--- config.mk ---
export PLATFORM = sky130hd
export DESIGN_NAME = dac_intlv_ctrl
export DESIGN_NICKNAME = d
export VERILOG_FILES = /design/src/rtl/dac_intlv_pkg.sv /design/src/rtl/dac_urun_cnt.sv /design/src/rtl/dac_intlv_ctrl.sv
export SDC_FILE = /design/constraint.sdc
export NUM_CORES = 1
export LEC_CHECK = 0
export BUFFER_PORTS_ARGS = -buffer_cell sky130_fd_sc_hd__buf_2
export CORE_MARGIN = 2
export CORE_UTILIZATION = 40
export DETAILED_ROUTE_END_ITERATION = 10
export GPL_TIMING_DRIVEN = 0
export PLACE_DENSITY = 0.61
export SYNTH_ARGS = -nofsm -noshare
export SYNTH_HDL_FRONTEND = slang
export SYNTH_SLANG_ARGS = --single-unit
--- constraint.sdc ---
create_clock -name dac_clk_i -period 2.8 [get_ports dac_clk_i]
set_input_delay 0.56 -clock dac_clk_i [delete_from_list [all_inputs] [get_ports dac_clk_i]]
set_output_delay 0.56 -clock dac_clk_i [all_outputs]
set_load 0.01 [all_outputs]
--- src/rtl/dac_intlv_pkg.sv ---
// rtl/dac_intlv_pkg.sv - shared types and constants for the interleaved DAC slot scheduler
package dac_intlv_pkg;

    typedef enum logic [1:0] {
        IDLE   = 2'd0,
        SLOT_A = 2'd1,
        SLOT_B = 2'd2
    } state_e;

    localparam int CH_A   = 0;
    localparam int CH_B   = 1;
    localparam int DW_DEF = 14;
    localparam int CW_DEF = 16;

endpackage

--- src/rtl/dac_urun_cnt.sv ---
// rtl/dac_urun_cnt.sv - saturating underrun counter; synchronous clear has priority over increment
module dac_urun_cnt #(
    parameter int CW = 16
) (
    input  logic          clk_i,
    input  logic          rst_i,
    input  logic          clr_i,
    input  logic          inc_i,
    output logic [CW-1:0] cnt_o
);

    logic [CW-1:0] cnt_q, cnt_d;

    always_comb begin
        cnt_d = cnt_q;
        if (clr_i) begin
            cnt_d = '0;
        end else if (inc_i && (cnt_q != {CW{1'b1}})) begin
            cnt_d = cnt_q + CW'(1);
        end
    end

    always_ff @(posedge clk_i or posedge rst_i) begin
        if (rst_i) begin
            cnt_q <= '0;
        end else begin
            cnt_q <= cnt_d;
        end
    end

    assign cnt_o = cnt_q;

endmodule

--- src/rtl/dac_intlv_ctrl.sv ---
// rtl/dac_intlv_ctrl.sv - A/B slot scheduler for the shared DAC bus; DAC_URUN_ZERO_EN selects zero-fill on underrun
module dac_intlv_ctrl
    import dac_intlv_pkg::*;
#(
    parameter int DW = DW_DEF,
    parameter int CW = CW_DEF
) (
    input  logic            dac_clk_i,
    input  logic            dac_rst_i,
    input  logic            ena_i,
    input  logic [DW-1:0]   cha_dat_i,
    input  logic            cha_vld_i,
    output logic            cha_rdy_o,
    input  logic [DW-1:0]   chb_dat_i,
    input  logic            chb_vld_i,
    output logic            chb_rdy_o,
    input  logic            urun_clr_i,
    output logic [DW-1:0]   dac_dat_o,
    output logic            dac_sel_o,
    output logic            dac_wrt_o,
    output logic            active_o,
    output logic [2*CW-1:0] urun_cnt_o
);

    state_e        state_q, state_d;
    logic [DW-1:0] hold_a_q, hold_a_d;
    logic [DW-1:0] hold_b_q, hold_b_d;
    logic [DW-1:0] dat_q, dat_d;
    logic          sel_q, sel_d;
    logic          wrt_q, wrt_d;
    logic          urun_a, urun_b;

    always_comb begin
        state_d  = state_q;
        hold_a_d = hold_a_q;
        hold_b_d = hold_b_q;
        dat_d    = dat_q;
        sel_d    = sel_q;
        wrt_d    = 1'b1;
        urun_a   = 1'b0;
        urun_b   = 1'b0;
        case (state_q)
            IDLE: begin
                if (ena_i) state_d = SLOT_A;
            end
            SLOT_A: begin
                // B always follows A so a started pair is never split
                state_d = SLOT_B;
                sel_d   = 1'b0;
                wrt_d   = 1'b0;
                if (cha_vld_i) begin
                    hold_a_d = cha_dat_i;
                    dat_d    = cha_dat_i;
                end else begin
                    urun_a = 1'b1;
`ifdef DAC_URUN_ZERO_EN
                    dat_d    = '0;
                    hold_a_d = '0;
`else
                    dat_d    = hold_a_q;
`endif
                end
            end
            SLOT_B: begin
                state_d = ena_i ? SLOT_A : IDLE;
                sel_d   = 1'b1;
                wrt_d   = 1'b0;
                if (chb_vld_i) begin
                    hold_b_d = chb_dat_i;
                    dat_d    = chb_dat_i;
                end else begin
                    urun_b = 1'b1;
`ifdef DAC_URUN_ZERO_EN
                    dat_d    = '0;
                    hold_b_d = '0;
`else
                    dat_d    = hold_b_q;
`endif
                end
            end
            default: state_d = IDLE;
        endcase
    end

    always_ff @(posedge dac_clk_i or posedge dac_rst_i) begin
        if (dac_rst_i) begin
            state_q  <= IDLE;
            hold_a_q <= '0;
            hold_b_q <= '0;
            dat_q    <= '0;
            sel_q    <= 1'b0;
            wrt_q    <= 1'b1;
        end else begin
            state_q  <= state_d;
            hold_a_q <= hold_a_d;
            hold_b_q <= hold_b_d;
            dat_q    <= dat_d;
            sel_q    <= sel_d;
            wrt_q    <= wrt_d;
        end
    end

    assign cha_rdy_o = (state_q == SLOT_A);
    assign chb_rdy_o = (state_q == SLOT_B);
    assign active_o  = (state_q != IDLE);
    assign dac_dat_o = dat_q;
    assign dac_sel_o = sel_q;
    assign dac_wrt_o = wrt_q;

    dac_urun_cnt #(.CW(CW)) u_cnt_a (
        .clk_i (dac_clk_i),
        .rst_i (dac_rst_i),
        .clr_i (urun_clr_i),
        .inc_i (urun_a),
        .cnt_o (urun_cnt_o[CH_A*CW +: CW])
    );

    dac_urun_cnt #(.CW(CW)) u_cnt_b (
        .clk_i (dac_clk_i),
        .rst_i (dac_rst_i),
        .clr_i (urun_clr_i),
        .inc_i (urun_b),
        .cnt_o (urun_cnt_o[CH_B*CW +: CW])
    );

endmodule

# Word-level counts from Yosys, hierarchy flattened
# Index checks and enable logic that the tools add are counted.
[word_totals]
ff_bits = 78
output_inout_bits = 51
[op_classes]
n_mux = 16
eq_ne = 5
n_addsub = 2
reduce_logical = 8
[ops]
columns = ["cell", "count"]
rows = [
  ["$mux W16", 4],
  ["$add A16 B1 Y16 const B", 2],
  ["$ne A16 B16 Y1 const B", 2],
  ["$mux W14", 2],
  ["$pmux W14 S2", 1],
  ["$reduce_bool A2 Y1", 4],
  ["$mux W1", 6],
  ["$pmux W2 S3", 1],
  ["$eq A2 B1 Y1 const B", 1],
  ["$eq A2 B2 Y1 const B", 1],
  ["$logic_and A1 B1 Y1", 2],
  ["$logic_not A2 Y1", 1],
  ["$mux W2", 1],
  ["$ne A2 B2 Y1 const B", 1],
  ["$pmux W1 S2", 1],
  ["$reduce_or A2 Y1", 1],
]

# Logic depth before layout (Yosys ltp)
[logic_depth]
ltp_word = 5
mapped_depth = 7
depth_no_buf = 6

# Cells and area by module
# Synthesis repeated with hierarchy kept, for this count alone.
[unflattened]
cells_unflattened = 363
hier_area_um2 = 4131.5
[modules_own_cells]
columns = ["mod", "instances", "cells_per_inst", "area_per_inst_um2"]
rows = [
  ["dac_intlv_ctrl", 1, 161, 2267.2],
  ["dac_urun_cnt", 2, 101, 932.1],
]

# Worst setup path before layout
# OpenSTA, ideal clock, no wires.
[synth_timing]
kind = "register -> register"
from = "register state_q[0]"
to = "register u_cnt_b.cnt_q[15], in the netlist u_cnt_b.cnt_o[15]"
t_arrival_ns = 2.068
n_path_buf = 1
setup_ns = 0.128
path_stages_with_launch = 8
period_less_slack_ns = 2.195
required_ns = 2.672
slack_ns = 0.605
path_cell_list = "dfrtp_1 > inv_1 > ha_1 > and4b_1 > or3b_1 > buf_2 > nor4_1 > mux2_1"
[synth_via]
elab_chain_len = 4
[synth_lines]
columns = ["element", "line_no", "source"]
rows = [
  ["start: declaration", "dac_intlv_ctrl.sv:25", "state_e state_q, state_d;"],
  ["start signal: assignment", "dac_intlv_ctrl.sv:94", "state_q <= state_d;"],
  ["$eq A2 B2 Y1", "-", ""],
  ["via chb_rdy_o", "dac_intlv_ctrl.sv:16", "output logic chb_rdy_o,"],
  ["$mux W1", "dac_intlv_ctrl.sv:42", "case (state_q)"],
  ["$logic_and A1 B1 Y1", "dac_urun_cnt.sv:18", "end else if (inc_i && (cnt_q != {CW{1'b1}})) begin"],
  ["$reduce_bool A2 Y1 (no source line)", "-", ""],
  ["end signal: assignment", "dac_urun_cnt.sv:27", "cnt_q <= cnt_d;"],
  ["end: declaration", "dac_urun_cnt.sv:12", "logic [CW-1:0] cnt_q, cnt_d;"],
]
# The timed path passes the listed nets, and every way through them passes these cells.
# A chain may end at the register's enable or synchronous reset.

# Worst setup path after layout
[layout_timing]
from = "register state_q[0]"
to = "register u_cnt_b.cnt_q[15], in the netlist u_cnt_b.cnt_o[15]"
[layout_via]
elab_chain_len = 4
[layout_lines]
columns = ["element", "line_no"]
rows = [
  ["$eq A2 B2 Y1", "dac_intlv_ctrl.sv:42"],
  ["$mux W1", "dac_intlv_ctrl.sv:42"],
  ["$logic_and A1 B1 Y1", "dac_urun_cnt.sv:18"],
  ["$reduce_bool A2 Y1 (no source line)", "-"],
]
# No other way between the ends.

==> out/results.ini <==
[job]
maxCapViolations = 0

[yosys]
synth_top_family_by_area = simple AND/OR/NAND/NOR gates
yosysUniqueCellTypes = 39
syn_area_mm2 = 0.00404
syn_area_per_cell_um2 = 10.7
synth_xor_area_share_pct = 0
synth-seq-area-share_pct = 48.3
syn_nets = 417
synthMuxAreaShare_pct = 17.1
synth_compound_area_share_pct = 12.2
syn_inst = 376
yosys.area_share.adder_pct = 2.17
yosys.area_share.simple_pct = 17.2
ys_warn_count = 0
ys_ff_latch = 78

[place]
port_buffers = 82
pre_cts_ws_ns = 0.345
globalplace.congestion = 0.759
dp_hpwl_mm = 6.81

[setup_path]
critPathMaxFanout = 9
critPathCaptureType = flop
cp.arrival_ns = 2.71
startpoint_type = flop
required_ns = 3.03
crit_type = flop to flop

[global_routing]
gr-total-overflow = 0
grt_pass1_vias = 3309
track_usage_pct = 18.6
antenna_found_initial = 0
grt_max_degree = 46
grt_pass1_wl_mm = 16.4

[sta]
rsz0062_at_grt = false
worstMarginPinSlew_ns = 0.785
slew_viol_final = 0
hold_ws_ns = 0.230
timing.final.ws_setup_ns = 0.316
finalSetupTns_ns = 0
fin_crit_ns = 2.48
finalHoldViolCount = 0
finalSetupViolCount = 0
post-route-period-util_pct = 88.7
skew_ns = 0.00433
slew_headroom_pct = 47.7
fmax_ghz = 0.403

[cells_and_area]
areaGrowthSynthToFinish_pct = 19.6
num-nets-final = 511
diodes = 0
drive_above_1_share_pct = 32.2

[die]
num_io_pins = 85
rows = 36
start_util_pct = 41.3
dieArea_mm2 = 0.0109
die_height_um = 105
core_area_mm2 = 0.00977
die_w_um = 105

[clocking]
cts_tree = done
clock-root-buffer = clkbuf_8
clockBufferDepth = 2
clkSinkCount = 78
post_cts_buffers = 0
clk_pin_slew_ns = 0.08
cts_resized = 0
htreeDepth = 3
cts_buffers = 9
cts_hold_buffers = 0
clk_latency_ns = 0.34

[route]
antenna_left = 0
drc = 0
num_vias = 3258
drt-wirelength-per-cell_um = 15.6
drt-total-wl_mm = 9.47
drt_iter0_markers = 88
routed_via_density = 5.36
drt-pass1-iter-count = 4

[outcome]
status = finished, final reports clean

[min_path]
hp-class = input port to async pin

[power_and_ir_drop]
vdd_drop_max_uv = 435
powerDensity_mw_per_mm2 = 777
leakage_nw = 2.13
report.power.total_mw = 3.75

==> area by class of cell <==
type,count,area (µm²)
Sequential cell,78,1950
Tap cell,133,166
Fill cell,968,4940
Multi-Input combinational cell,267,1960
Clock buffer,11,151
Clock inverter,5,33.8
Buffer,18,76.3
Timing Repair Buffer,83,438
Inverter,13,51.3
==> per-layer routing <==
layer | routed length [µm] | track usage, % | vias up
li1 | - | - | 1587
met1 | 4360 | 23.7 | 1596
met2 | 4620 | 31.2 | 69
met3 | 435 | 4.51 | 6
met4 | 64 | 5.21 | 0
met5 | 0 | 0 | -
==> critical path: stages (launching register included) <==
cell and delay (ns):
dfrtp_1 0.43, inv_1 0.12, ha_1 0.35, and4b_1 0.28
or3b_1 0.35, buf_2 0.17, nor4_1 0.32, mux2_1 0.36
==> flip-flops by register name, summed over array words and instances (netlist names) <==
signal         cells
hold_a_q          14
hold_b_q          14
u_cnt_a.cnt_o     16
dac_dat_o         14
dac_sel_o          1
u_cnt_b.cnt_o     16
dac_wrt_o          1
state_q            2
==> where the power goes <==
group	internal, mW	leakage [nW]	switching [mW]
clock	0.369	0.0913	0.426
combinational	0.687	1.05	0.625
sequential	1.48	0.996	0.165
total	2.54	2.13	1.22
==> through the flow <==
stage	std cells	cell area (µm²)	util, %
after floorplan	376	4040	-
after global placement	591	4620	47.2
after detailed placement	592	4650	47.5
after CTS	608	4830	49.4
after global routing	608	4830	49.4
final	608	4830	49.4
==> cell usage after synthesis <==
library cell | count | area [µm²]
dfrtp_1 | 77 | 1930
mux2_2 | 46 | 518
a21oi_1 | 33 | 165
nor2b_1 | 20 | 125
nand2_1 | 17 | 63.8
mux2i_1 | 16 | 160
a211oi_1 | 15 | 113
clkbuf_1 | 13 | 48.8
inv_1 | 13 | 48.8
nand3_1 | 12 | 60.1
nor2_1 | 12 | 45.0
or3_1 | 12 | 75.1
o21ai_0 | 11 | 55.1
o31ai_1 | 9 | 67.6
nand4_1 | 8 | 50.1
ha_1 | 7 | 87.6
nor3_1 | 7 | 35.0
or4_1 | 7 | 52.6
and4_1 | 5 | 43.8
nand2b_1 | 5 | 31.3
nor4_1 | 5 | 31.3
a31oi_1 | 3 | 18.8
and4b_1 | 3 | 30.0
buf_1 | 3 | 11.3
nor4_2 | 2 | 25.0
o21ba_2 | 2 | 20.0
a41oi_1 | 1 | 8.76
buf_2 | 1 | 5.00
buf_6 | 1 | 11.3
dfstp_2 | 1 | 26.3
mux2_1 | 1 | 11.3
nor3b_1 | 1 | 7.51
nor4b_1 | 1 | 8.76
o21a_1 | 1 | 7.51
o311a_1 | 1 | 10.0
o311ai_1 | 1 | 8.76
o31a_1 | 1 | 8.76
o32ai_1 | 1 | 8.76
or3b_1 | 1 | 8.76
==> path summary, 6_finish.rpt <==
kind,start,end,slack [ns],cells past startpoint
max,state_q[0],u_cnt_b.cnt_o[15],0.32,7
min in group dac_clk_i,chb_dat_i[9],hold_b_q[9],0.46,2
min,dac_rst_i,u_cnt_b.cnt_o[9],0.23,2
min reg2reg,hold_a_q[0],hold_a_q[0],0.50,1
max in group asynchronous,dac_rst_i,dac_wrt_o,1.96,3
max reg2reg,state_q[0],u_cnt_b.cnt_o[15],0.32,7
==> cells by family after synthesis <==
| logic type | Yosys count |
|---|---|
| buf+inv | 31 |
| mux | 63 |
| flops | 78 |
| fa+ha+maj | 7 |
| compound gates | 79 |
| simple gates | 118 |
==> placed cells by master, fill, tap and decap left out, types with 8 or more instances in the layout <==
master	count
buf_2	83
dfrtp_1	77
mux2_2	46
a21oi_1	33
nor2b_1	20
nand2_1	17
mux2i_1	16
a211oi_1	15
clkbuf_1	13
inv_1	12
nor2_1	12
nand3_1	12
or3_1	12
o21ai_0	11
clkbuf_8	11
o31ai_1	9
nand4_1	8
Power figures use the tool's default switching activity.
